==> config.mk <==
export PLATFORM = sky130hd
export DESIGN_NAME = avalon_master_arbiter
export DESIGN_NICKNAME = d
export VERILOG_FILES = /design/src/rtl/avalon_master_arbiter.sv
export SDC_FILE = /design/constraint.sdc
export NUM_CORES = 1
export LEC_CHECK = 0
export ABC_AREA = 1
export ABC_CLOCK_PERIOD_IN_PS = 2680
export BUFFER_PORTS_ARGS = -buffer_cell sky130_fd_sc_hd__buf_2
export CORE_MARGIN = 5
export CORE_UTILIZATION = 41
export CTS_CLUSTER_DIAMETER = 40
export DETAILED_ROUTE_END_ITERATION = 7
export PLACE_DENSITY = 0.74
export REMOVE_ABC_BUFFERS = 1
export SYNTH_ARGS = -nofsm -noshare
export SYNTH_HDL_FRONTEND = slang
export SYNTH_SLANG_ARGS = --single-unit
export TNS_END_PERCENT = 50
==> constraint.sdc <==
create_clock -name CLK -period 2.68 [get_ports CLK]
set_input_delay 0.134 -clock CLK [delete_from_list [all_inputs] [get_ports CLK]]
set_output_delay 0.134 -clock CLK [all_outputs]
set_load 0.005 [all_outputs]
==> src/rtl/avalon_master_arbiter.sv <==
// Round-robin arbiter that shares one avalon_mm_master command port between N_REQ requesters.
// Optional watchdog abort of hung transactions is enabled by defining AVALON_ARB_TIMEOUT_EN.
//
// state      | meaning
// -----------+---------------------------------------------------------------
// ST_IDLE    | no owner; pick the next requester in round-robin order
// ST_BUSY    | owner's command latched on m_*; wait for m_done (or timeout)
// ST_RELEASE | one dead cycle after completion before the next arbitration
module avalon_master_arbiter #(
  parameter int          N_REQ          = 2,
  parameter int          TIMEOUT_CYCLES = 1024,
  parameter logic [31:0] ABORT_DATA     = 32'hDEADBEEF
) (
  input  logic                  CLK,
  input  logic                  RST,
  input  logic [N_REQ-1:0]      req,
  input  logic [N_REQ-1:0]      req_rnw,
  input  logic [32*N_REQ-1:0]   req_address,
  input  logic [32*N_REQ-1:0]   req_wdata,
  output logic [N_REQ-1:0]      req_grant,
  output logic [N_REQ-1:0]      req_done,
  output logic [N_REQ-1:0]      req_err,
  output logic [31:0]           req_rdata,
  output logic                  m_start,
  output logic                  m_rnw,
  output logic [31:0]           m_address,
  output logic [31:0]           m_wdata,
  input  logic                  m_done,
  input  logic [31:0]           m_rdata,
  output logic                  busy
);

  localparam int IDX_W = (N_REQ > 1) ? $clog2(N_REQ) : 1;

  typedef enum logic [1:0] {
    ST_IDLE    = 2'd0,
    ST_BUSY    = 2'd1,
    ST_RELEASE = 2'd2
  } state_t;

  state_t           state;
  logic [IDX_W-1:0] last_grant;
  logic [IDX_W-1:0] cand;
  logic [IDX_W-1:0] win_idx;
  logic             win_found;
  logic [N_REQ-1:0] win_onehot;
  logic             win_rnw;
  logic [31:0]      win_address;
  logic [31:0]      win_wdata;

`ifdef AVALON_ARB_TIMEOUT_EN
  logic [31:0]      wd_cnt;
`endif

  // Search starts one past the last owner so a re-asserted request loses to other pending ones.
  always_comb begin
    win_found = 1'b0;
    win_idx   = '0;
    cand      = '0;
    for (int k = 1; k <= N_REQ; k++) begin
      cand = IDX_W'((int'(last_grant) + k) % N_REQ);
      if (!win_found && req[cand]) begin
        win_found = 1'b1;
        win_idx   = cand;
      end
    end
  end

  always_comb begin
    win_onehot  = '0;
    win_rnw     = 1'b0;
    win_address = '0;
    win_wdata   = '0;
    for (int i = 0; i < N_REQ; i++) begin
      if (win_idx == IDX_W'(i)) begin
        win_onehot[i] = win_found;
        win_rnw       = req_rnw[i];
        win_address   = req_address[32*i +: 32];
        win_wdata     = req_wdata[32*i +: 32];
      end
    end
  end

  always_ff @(posedge CLK) begin
    if (RST) begin
      state      <= ST_IDLE;
      last_grant <= IDX_W'(N_REQ - 1);
      req_grant  <= '0;
      req_done   <= '0;
      req_rdata  <= '0;
      m_start    <= 1'b0;
      m_rnw      <= 1'b0;
      m_address  <= '0;
      m_wdata    <= '0;
      busy       <= 1'b0;
`ifdef AVALON_ARB_TIMEOUT_EN
      req_err    <= '0;
      wd_cnt     <= '0;
`endif
    end else begin
      req_done <= '0;
`ifdef AVALON_ARB_TIMEOUT_EN
      req_err  <= '0;
`endif
      case (state)
        ST_IDLE: begin
          if (win_found) begin
            req_grant <= win_onehot;
            last_grant <= last_grant;
            m_rnw     <= win_rnw;
            m_address <= win_address;
            m_wdata   <= win_wdata;
            m_start   <= 1'b1;
            busy      <= 1'b1;
            state     <= ST_BUSY;
`ifdef AVALON_ARB_TIMEOUT_EN
            wd_cnt    <= '0;
`endif
          end
        end
        ST_BUSY: begin
          // req_grant is the owner's one-hot, so it doubles as the completion mask.
          if (m_done) begin
            if (m_rnw) req_rdata <= m_rdata;
            req_done   <= req_grant;
            req_grant  <= '0;
            m_start    <= 1'b0;
            last_grant <= win_idx_of(req_grant);
            state      <= ST_RELEASE;
          end
`ifdef AVALON_ARB_TIMEOUT_EN
          else if (wd_cnt + 32'd1 >= 32'(TIMEOUT_CYCLES)) begin
            req_rdata  <= ABORT_DATA;
            req_done   <= req_grant;
            req_err    <= req_grant;
            req_grant  <= '0;
            m_start    <= 1'b0;
            last_grant <= win_idx_of(req_grant);
            state      <= ST_RELEASE;
          end else begin
            wd_cnt <= wd_cnt + 32'd1;
          end
`endif
        end
        ST_RELEASE: begin
          busy  <= 1'b0;
          state <= ST_IDLE;
        end
        default: begin
          state <= ST_IDLE;
        end
      endcase
    end
  end

`ifndef AVALON_ARB_TIMEOUT_EN
  assign req_err = '0;
`endif

  function automatic logic [IDX_W-1:0] win_idx_of(input logic [N_REQ-1:0] onehot);
    logic [IDX_W-1:0] idx;
    idx = '0;
    for (int i = 0; i < N_REQ; i++) begin
      if (onehot[i]) idx = IDX_W'(i);
    end
    return idx;
  endfunction

endmodule

==> flow_metrics.tcl <==
set metrics [dict create \
    final_area_sq_um 6870 \
    intPower_uw 2900 \
    fin_worst_skew_ns 0.00460 \
    cp-end-kind "register" \
    yosys_warnings 0 \
    grt_pass1_wl_mm 23.4 \
    layout.nets 1271 \
    antenna_found_initial 2 \
    hold_class "in -> reg" \
    clock.fmax_mhz 588 \
    crit_fanout 55 \
    power_frac_seq_pct 43.7 \
    clockPowerShare_pct 35.2 \
    yosys.area.top_type_share_pct 41.6 \
    fillCellCount 1270 \
    cts_setup_buffers 0 \
    cts-buffers-inserted 9 \
    cts_hold_buf 0 \
    slew_headroom_pct 63.1 \
    combinationalPowerShare_pct 21.1 \
    start_util_pct 42.1 \
    cp-start-kind "register" \
    ios 272 \
    cts_resized 0 \
    yosysSeqAreaShare_pct 41.6 \
    remaining_drc_errors 0 \
    timing.rr.start "last_grant$_SDFFE_PP1P_" \
    yosys-top-cells-area "dfxtp_1 42%, nand2_1 22%, nor2_1 14%, inv_1 9.4%, a21oi_1 3.9%" \
    insertion_delay_ns 0.35 \
    viasPerCell 4.34 \
    grt_pass1_vias 4836 \
    worst_pin_slew_ns 0.554 \
    min_path_cells 3 \
    p_switching_uw 1130 \
    antenna_cells 0 \
    vias 5534 \
    numClockSinks 106 \
    core-area_sq_um 12100 \
    ant_nets 0 \
    synthToLayoutAreaGrowth_pct 34.6 \
    clockBufferDepth 2 \
    p_leak_uw 0.00407 \
    period_share_pct 63.5 \
    holdWs_ns 0.0528 \
    syn_inst 861 \
    required_ns 2.96 \
    cts_root_buf "clkbuf_16" \
    clkTransAtPathRegs_ns 0.07 \
    min_to "req_rdata[13]$_SDFFE_PP0P_" \
    routedWlPerCell_um 12.1 \
    period_needed_ns 1.70 \
    routed_wl_mm 15.4 \
    overflow 0 \
    io_buffers 269 \
    first_iter_violations 267 \
    worstSetupPathType "reg -> reg" \
    dp_hpwl_mm 11.5 \
    place_area_sq_um 6550 \
    die_w_um 122 \
    layout-drive-gt1-share_pct 27.2 \
    syn_area_sq_um 5100 \
    r2r-end "m_wdata[1]$_SDFFE_PP0P_" \
    die_h_um 122 \
    ys_types 16 \
    finalHoldViolCount 0 \
    cts_max_level 3 \
    rrSetupSlack_ns 0.98 \
    yosys_register_bits 106 \
    drv_slew 0 \
    die_area_sq_um 14800 \
    synth_area_leader_cell "dfxtp_1" \
    grt_start_max_net_pins 56 \
    rsz0062_at_grt "no" \
    grtUsageTotal_pct 19.9 \
    hp-start "m_rdata[13]" \
    maxCapViolCount 0 \
    startpoint "last_grant$_SDFFE_PP1P_" \
    swShare_pct 28.0 \
    rows 40 \
    power_density_nw_per_um2 587 \
    reg2reg_depth 7 \
    syn_avg_cell_area_sq_um 5.93 \
    status "finished clean" \
    place.gp.congestion 0.795 \
    cp_data_arrival_time_ns 1.99 \
    final-setup-viol-count 0 \
    fin_setup_tns_ns 0 \
    dr.pass1.iters 4 \
    cts_tree "done" \
    ir_drop_mv 0.271 \
]
power groups by stage:
stage          Combinational [uW]  Clock (uW)  Sequential [uW]
2_1_floorplan                 462           0             1810
3_3_place_gp                  856           0             1790
3_5_place_dp                  861           0             1800
4_1_cts                       865        1450             1760
5_1_grt                       981        1510             1780
6_report                      852        1420             1760
cell families after synthesis:
kind of cell | Yosys count | synth area share (%)
AOI/OAI and AO/OA | 42 | 4.24
buffers and inverters | 180 | 13.9
DFF | 106 | 41.6
other | 1 | 0.0735
and+or+nand+nor | 532 | 40.2
cell usage in the layout, fill, tap and decap left out, drive strengths merged:
cell / Yosys / layout
o211ai: 1 / 1
a21oi: 40 / 40
buf: 27 / 281
clkbuf: 23 / 14
inv: 130 / 130
nor3b: 1 / 1
conb: 1 / 2
nor3: 1 / 1
bufinv: 0 / 1
nor2: 189 / 189
nand3: 38 / 38
o21ai: 1 / 1
nand2: 303 / 303
dfxtp: 106 / 106
per-stage QoR:
stage | utilization (%) | worst slack [ns] | total power, uW | instances
6_report | 56.7 | 0.979 | 4030 | 1276
5_1_grt | 56.7 | 0.851 | 4270 | 1276
4_1_cts | 56.7 | 0.968 | 4080 | 1276
3_5_place_dp | 54.1 | 1.01 | 2660 | 1261
3_3_place_gp | 54.1 | 1.06 | 2650 | 1261
2_1_floorplan | - | -0.157 | 2270 | 812
final cells by class:
type,instances,area (sq um),area share (%)
multi-input combinational,576,2290,33.3
clock buffer,14,294,4.28
timing repair buffer,281,1440,20.9
sequential,106,2120,30.9
tap,168,210,3.06
clock inverter,1,30.0,0.437
inverter,130,488,7.10
Yosys cell counts:
cell type	number
nand2_1	303
nor2_1	189
inv_1	128
dfxtp_1	106
a21oi_1	40
nand3_1	38
clkbuf_1	23
buf_2	20
buf_1	4
buf_4	3
inv_2	2
conb_1	1
nor3_1	1
nor3b_1	1
o211ai_1	1
o21ai_2	1
worst max path at each step:
stage                                  to  cells after the start
2_1_floorplan  m_address[29]$_SDFFE_PP0P_                      6
3_3_place_gp   m_address[14]$_SDFFE_PP0P_                      6
6_report          m_wdata[1]$_SDFFE_PP0P_                      7
5_1_grt           m_wdata[1]$_SDFFE_PP0P_                      7
3_5_place_dp   m_address[14]$_SDFFE_PP0P_                      6
4_1_cts           m_wdata[1]$_SDFFE_PP0P_                      7
state kept, by name, summed over array words and instances (netlist names):
name,count
m_address,32
m_wdata,32
req_rdata,32
req_done,2
req_grant,2
state,2
busy,1
last_grant,1
m_rnw,1
m_start,1
layer usage:
| layer | global-route usage [%] | vias up | part of all wire (%) |
|---|---|---|---|
| met1 | 22.8 | 2339 | 41 |
| met2 | 33.8 | 191 | 47 |
| met4 | 6.30 | 4 | 1.5 |
| met3 | 8.17 | 17 | 11 |
| met5 | 0 | - | 0.14 |
| li1 | - | 2983 | - |
worst max-delay path: stages (launching register included):
cell,delay [ns]
dfxtp_1,0.33
nand2_1,0.14
nand2_4,0.45
buf_4,0.38
nand2_1,0.11
nand2_1,0.09
nor2_1,0.04
nor2_1,0.08
No activity file was read; power rests on OpenSTA's default activity.
